==> src/rtl/madd_pkg.sv <==
// Shared opcode encoding for the pipelined multiply-add unit.
package madd_pkg;

   localparam int unsigned OP_W = 2;

   typedef enum logic [OP_W-1:0] {
      OP_MADD = 2'b00,
      OP_MAC  = 2'b01,
      OP_LOAD = 2'b10,
      OP_MUL  = 2'b11
   } op_t;

endpackage

==> src/rtl/madd_mult_pipe.sv <==
// Pipelined signed/unsigned multiplier: stage 1 registers extended operands,
// later stages register the 2*WIDTH-bit product; side data travels alongside.
module madd_mult_pipe #(
   parameter int unsigned WIDTH  = 32,
   parameter int unsigned NSTAGE = 2,
   parameter int unsigned SIDE_W = 1
) (
   input  logic                 clk_i,
   input  logic                 rst_i,
   input  logic                 en_i,
   input  logic                 valid_i,
   input  logic                 signed_i,
   input  logic [WIDTH-1:0]     a_i,
   input  logic [WIDTH-1:0]     b_i,
   input  logic [SIDE_W-1:0]    side_i,
   output logic                 valid_o,
   output logic [2*WIDTH-1:0]   prod_o,
   output logic [SIDE_W-1:0]    side_o
);

   localparam int unsigned PW = 2 * WIDTH;

   logic              v1_q;
   logic [PW-1:0]     a_q;
   logic [PW-1:0]     b_q;
   logic [SIDE_W-1:0] side1_q;
   logic [PW-1:0]     prod_c;

   always_ff @(posedge clk_i) begin
      if (rst_i) begin
         v1_q <= 1'b0;
      end else if (en_i) begin
         v1_q <= valid_i;
      end
   end

   // Extending to 2*WIDTH makes a truncated 2*WIDTH product exact for both signednesses
   always_ff @(posedge clk_i) begin
      if (en_i) begin
         a_q     <= {{WIDTH{signed_i & a_i[WIDTH-1]}}, a_i};
         b_q     <= {{WIDTH{signed_i & b_i[WIDTH-1]}}, b_i};
         side1_q <= side_i;
      end
   end

   assign prod_c = a_q * b_q;

   if (NSTAGE == 1) begin : g_comb
      assign valid_o = v1_q;
      assign prod_o  = prod_c;
      assign side_o  = side1_q;
   end else begin : g_reg
      logic [NSTAGE-2:0] v_q;
      logic [PW-1:0]     p_q [NSTAGE-1];
      logic [SIDE_W-1:0] s_q [NSTAGE-1];

      always_ff @(posedge clk_i) begin
         if (rst_i) begin
            v_q <= '0;
         end else if (en_i) begin
            v_q[0] <= v1_q;
            for (int k = 1; k < int'(NSTAGE) - 1; k++) begin
               v_q[k] <= v_q[k-1];
            end
         end
      end

      always_ff @(posedge clk_i) begin
         if (en_i) begin
            p_q[0] <= prod_c;
            s_q[0] <= side1_q;
            for (int k = 1; k < int'(NSTAGE) - 1; k++) begin
               p_q[k] <= p_q[k-1];
               s_q[k] <= s_q[k-1];
            end
         end
      end

      assign valid_o = v_q[NSTAGE-2];
      assign prod_o  = p_q[NSTAGE-2];
      assign side_o  = s_q[NSTAGE-2];
   end

endmodule

==> src/rtl/madd_pipe.sv <==
// Pipelined multiply-add/accumulate with valid/ready flow control; the final
// stage picks the addend, updates the accumulator and flags overflow.
module madd_pipe
   import madd_pkg::*;
#(
   parameter int unsigned WIDTH  = 32,
   parameter int unsigned STAGES = 3
) (
   input  logic              CLK,
   input  logic              RST,
   input  logic              IN_VALID,
   output logic              IN_READY,
   input  logic [WIDTH-1:0]  A,
   input  logic [WIDTH-1:0]  B,
   input  logic [WIDTH-1:0]  C,
   input  logic [OP_W-1:0]   OP,
   input  logic              SIGNED,
   output logic              OUT_VALID,
   input  logic              OUT_READY,
   output logic [WIDTH-1:0]  Z,
   output logic              OVF
);

   localparam int unsigned PW     = 2 * WIDTH;
   localparam int unsigned SW     = PW + 1;
   localparam int unsigned SIDE_W = OP_W + 1 + WIDTH;

   logic              adv_c;
   logic              m_valid;
   logic [PW-1:0]     m_prod;
   logic [SIDE_W-1:0] m_side;

   op_t               m_op;
   logic              m_signed;
   logic [WIDTH-1:0]  addend_c;
   logic [SW-1:0]     sum_c;
   logic              ovf_c;
   logic              acc_wr_c;

   logic              out_valid_q;
   logic [WIDTH-1:0]  z_q;
   logic              ovf_q;
   logic [WIDTH-1:0]  acc_q;

   // One global stall: nothing moves while a result waits on the consumer
   assign adv_c    = !out_valid_q || OUT_READY;
   assign IN_READY = adv_c;

   madd_mult_pipe #(
      .WIDTH  (WIDTH),
      .NSTAGE (STAGES - 1),
      .SIDE_W (SIDE_W)
   ) u_mult (
      .clk_i    (CLK),
      .rst_i    (RST),
      .en_i     (adv_c),
      .valid_i  (IN_VALID),
      .signed_i (SIGNED),
      .a_i      (A),
      .b_i      (B),
      .side_i   ({OP, SIGNED, C}),
      .valid_o  (m_valid),
      .prod_o   (m_prod),
      .side_o   (m_side)
   );

   // Addend selection and exact (2*WIDTH+1)-bit sum for the overflow check
   always_comb begin
      m_op     = op_t'(m_side[SIDE_W-1 -: OP_W]);
      m_signed = m_side[WIDTH];
      addend_c = '0;
      ovf_c    = 1'b0;
      unique case (m_op)
         OP_MADD, OP_LOAD: addend_c = m_side[WIDTH-1:0];
         OP_MAC:           addend_c = acc_q;
         default:          addend_c = '0;
      endcase
      sum_c = {m_signed & m_prod[PW-1], m_prod}
            + {{(SW-WIDTH){m_signed & addend_c[WIDTH-1]}}, addend_c};
      if (m_signed) begin
         ovf_c = (sum_c[SW-1:WIDTH-1] != '0) && (sum_c[SW-1:WIDTH-1] != '1);
      end else begin
         ovf_c = |sum_c[SW-1:WIDTH];
      end
      acc_wr_c = m_valid && ((m_op == OP_MAC) || (m_op == OP_LOAD));
   end

   always_ff @(posedge CLK) begin
      if (RST) begin
         out_valid_q <= 1'b0;
         z_q         <= '0;
         ovf_q       <= 1'b0;
         acc_q       <= '0;
      end else if (adv_c) begin
         out_valid_q <= m_valid;
         if (m_valid) begin
            z_q   <= sum_c[WIDTH-1:0];
            ovf_q <= ovf_c;
         end
         if (acc_wr_c) begin
            acc_q <= sum_c[WIDTH-1:0];
         end
      end
   end

   assign OUT_VALID = out_valid_q;
   assign Z         = z_q;
   assign OVF       = ovf_q;

endmodule
==> config.mk <==
export PLATFORM = sky130hd
export DESIGN_NAME = madd_pipe
export DESIGN_NICKNAME = d
export VERILOG_FILES = /design/src/rtl/madd_pkg.sv /design/src/rtl/madd_mult_pipe.sv /design/src/rtl/madd_pipe.sv
export SDC_FILE = /design/constraint.sdc
export NUM_CORES = 2
export LEC_CHECK = 0
export CAP_MARGIN = 20
export CELL_PAD_IN_SITES_DETAIL_PLACEMENT = 1
export CELL_PAD_IN_SITES_GLOBAL_PLACEMENT = 1
export CORE_MARGIN = 2
export CORE_UTILIZATION = 51
export DETAILED_ROUTE_END_ITERATION = 7
export GPL_ROUTABILITY_DRIVEN = 0
export PLACE_DENSITY = 0.86
export SLEW_MARGIN = 20
export SYNTH_ARGS = -nofsm -noshare
export SYNTH_HDL_FRONTEND = slang
export SYNTH_HIERARCHICAL = 1
export SYNTH_SLANG_ARGS = --single-unit
==> constraint.sdc <==
create_clock -name CLK -period 12.7 [get_ports CLK]
set_input_delay 3.175 -clock CLK [delete_from_list [all_inputs] [get_ports CLK]]
set_output_delay 3.175 -clock CLK [all_outputs]
set_load 0.005 [all_outputs]
==> results.sh <==
export IMPL_status="finished clean"
export IMPL_relSlewSlack_pct=32.07
export IMPL_ant_nets=0
export IMPL_wirelength_um=180500
export IMPL_ys_top_cells_by_count="fa_1 (1126), inv_1 (1085), nand2_1 (770), and2_1 (566), clkbuf_1 (278)"
export IMPL_slowest_delay_ns=0.92
export IMPL_hold_buffers=0
export IMPL_layout_nets=6900
export IMPL_critPathCaptureType="register"
export IMPL_min_from="u_mult/side1_q[10]"
export IMPL_critPathMostFrequentCell="fa_1"
export IMPL_place_inst=6741
export IMPL_cap_violations=0
export IMPL_final_setup_tns_ns=0
export IMPL_initial_core_util_pct=51.60
export IMPL_die_area_mm2=0.1040
export IMPL_ys_seq_elements=268
export IMPL_num_vias=40830
export IMPL_coreArea_mm2=0.1003
export IMPL_rsz0062_at_grt="no"
export IMPL_setup_viol=0
export IMPL_min_path_type="register to register"
export IMPL_die_w_um=322.6
export IMPL_yosysMostFrequentCell="fa_1"
export IMPL_crit_buf_inv=6
export IMPL_yosys_area_top_type="fa_1"
export IMPL_r2r_setup_slack_ns=3.15
export IMPL_path_class="register to register"
export IMPL_timing_hold_worst_endpoint="u_mult/g_reg.s_q[0][10]"
export IMPL_htreeDepth=2
export IMPL_cp_slowest_cell="a2111oi_0"
export IMPL_cts_buffer_depth=3
export IMPL_r2r_start="u_mult/a_q[13]"
export IMPL_synth_top_flop_cell="edfxtp_1"
export IMPL_whs_ns=0.4186
export IMPL_ys_seq_area_share_pct=14.23
export IMPL_synth_cell_area_mm2=0.05175
export IMPL_synthesis_nets=6939
export IMPL_detail_route_vias_per_cell=5.995
export IMPL_yosysTopAreaCellShare_pct=43.56
export IMPL_fin_ws_ns=3.152
export IMPL_portBuffers=137
export IMPL_crit_required_ns=13.07
export IMPL_syn_to_final_growth_pct=7.393
export IMPL_multi_input_area_mm2=0.03918
export IMPL_drv_slew=0
export IMPL_clock_skew_ns=0.04357
export IMPL_tritoncts="built"
export IMPL_layout_min_cycle_time_ns=9.548
export IMPL_clkTransAtPathRegs_ns=0.06
export IMPL_dp_hpwl_um=139600
export IMPL_holdPathStages=0
export IMPL_synth_edf_count=200
export IMPL_grtUsageTotal_pct=35.68
export IMPL_cts_resized=0
export IMPL_dr_pass1_iters=8
export IMPL_pre_cts_slack_ns=3.274
export IMPL_netlist_cell_type_count=93
export IMPL_reg2regPathDepth=25
export IMPL_nFillCells=11180
export IMPL_ioPinCount=138
export IMPL_grt_pass1_vias=47330
export IMPL_syn_inst=5462
export IMPL_worst_pin_slew_ns=0.9933
export IMPL_yosys_top_cells_area="fa_1 (44%), edfxtp_1 (12%), inv_1 (7.9%)"
export IMPL_drive_gt1_share_pct=3.375
export IMPL_clk_latency_ns=0.64
export IMPL_rows=116
export IMPL_wl_per_cell_um=26.51
export IMPL_hold_violations=0
export IMPL_die_h_um=322.6
export IMPL_reg2reg_to="u_mult/g_reg.p_q[0][58]"
export IMPL_grt_antenna_before_repair=5
export IMPL_post_cts_setup_buffers=0
export IMPL_route_detailed_drc=0
export IMPL_cts_sinks=268
export IMPL_drt_iter0_markers=3866
export IMPL_cts_root_buf="clkbuf_16"
export IMPL_syn_avg_cell_area_um2=9.475
export IMPL_async_flop_share_pct=0
export IMPL_max_freq_mhz=104.7
export IMPL_overflow=0
export IMPL_grt_pass1_wl_um=279500
export IMPL_period_share_pct=75.18
export IMPL_stdcell_count=6810
export IMPL_cts_buffers=37
export IMPL_seqCellArea_mm2=0.007367
export IMPL_grt_max_degree=71
export IMPL_crit_fanout=21
export IMPL_worstPathArrival_ns=9.92
export IMPL_yosysWarnings=6
export IMPL_crit_path_start_kind="register"
export IMPL_crit_family="adder cells"
placed cells by master, fill, tap and decap left out, types with 38 or more instances in the layout:
cell	n
xnor2_1	86
nor3_1	51
inv_1	1085
a21oi_1	180
clkbuf_16	38
clkdlybuf4s50_1	136
o21ai_0	66
dfxtp_1	68
ha_1	248
fa_1	1125
nor2_1	147
xor2_1	45
nand4_1	40
a21o_1	38
and2_1	566
buf_4	79
edfxtp_1	200
nand2_1	769
layer usage:
| metal | up-vias | GRT usage (%) | share of wire [%] |
|---|---|---|---|
| met1 | 21150 | 44.12 | 37 |
| met5 | - | 0 | 0.0066 |
| met4 | 2 | 16.78 | 5.2 |
| met2 | 2439 | 58.70 | 47 |
| met3 | 703 | 9.091 | 11 |
| li1 | 16540 | - | - |
final cells by class:
cell class / instances / area share [%]
multi-input cells: 3812 / 70.50
flip-flops and latches: 268 / 13.25
inverters: 1085 / 7.328
repair buffers: 219 / 3.606
well taps: 1357 / 3.055
clock buffers: 46 / 1.783
clock inverters: 22 / 0.4705
diodes: 1 / 0.004502
worst max path at each step:
| stage | slack [ns] | depth (start not counted) | from | end |
|---|---|---|---|---|
| 2_1_floorplan | 1.39 | 1 | OUT_READY | IN_READY |
| 3_3_place_gp | 3.77 | 23 | u_mult/b_q[0] | u_mult/g_reg.p_q[0][58] |
| 3_5_place_dp | 3.27 | 23 | u_mult/b_q[3] | u_mult/g_reg.p_q[0][58] |
| 4_1_cts | 3.24 | 23 | u_mult/b_q[3] | u_mult/g_reg.p_q[0][58] |
| 5_1_grt | 2.88 | 25 | u_mult/a_q[13] | u_mult/g_reg.p_q[0][58] |
| 6_report | 3.15 | 25 | u_mult/a_q[13] | u_mult/g_reg.p_q[0][58] |
flip-flops by register name (all words and copies together) (netlist names):
name / flops
u_mult/g_reg.p_q: 64
u_mult/g_reg.s_q: 35
u_mult/side1_q: 35
u_mult/a_q: 33
u_mult/b_q: 33
Z: 32
acc_q: 32
OUT_VALID: 1
OVF: 1
u_mult/v1_q: 1
u_mult/valid_o: 1
metrics by stage:
step,utilization (%),instance area [um^2]
after detailed placement,54.16,54320
after global routing,55.42,55580
after global placement,54.12,54270
after CTS,55.41,55570
final,55.42,55580
after floorplan,-,51750
cell families (layout without fill, tap and decap cells):
group / Yosys count / count (layout) / synth area share, %
and+or+nand+nor: 1792 / 1792 / 17.30
buffers and inverters: 1382 / 1372 / 10.10
adders and majority gates: 1375 / 1375 / 49.57
AOI/OAI and AO/OA: 493 / 493 / 6.151
DFF: 268 / 268 / 14.23
xor gates and xnor gates: 131 / 131 / 2.217
muxes: 21 / 21 / 0.4231
other: 0 / 1 / 0
Power is not shown: default switching activity piles up to over one toggle a cycle in this logic, so the estimate is an artifact.
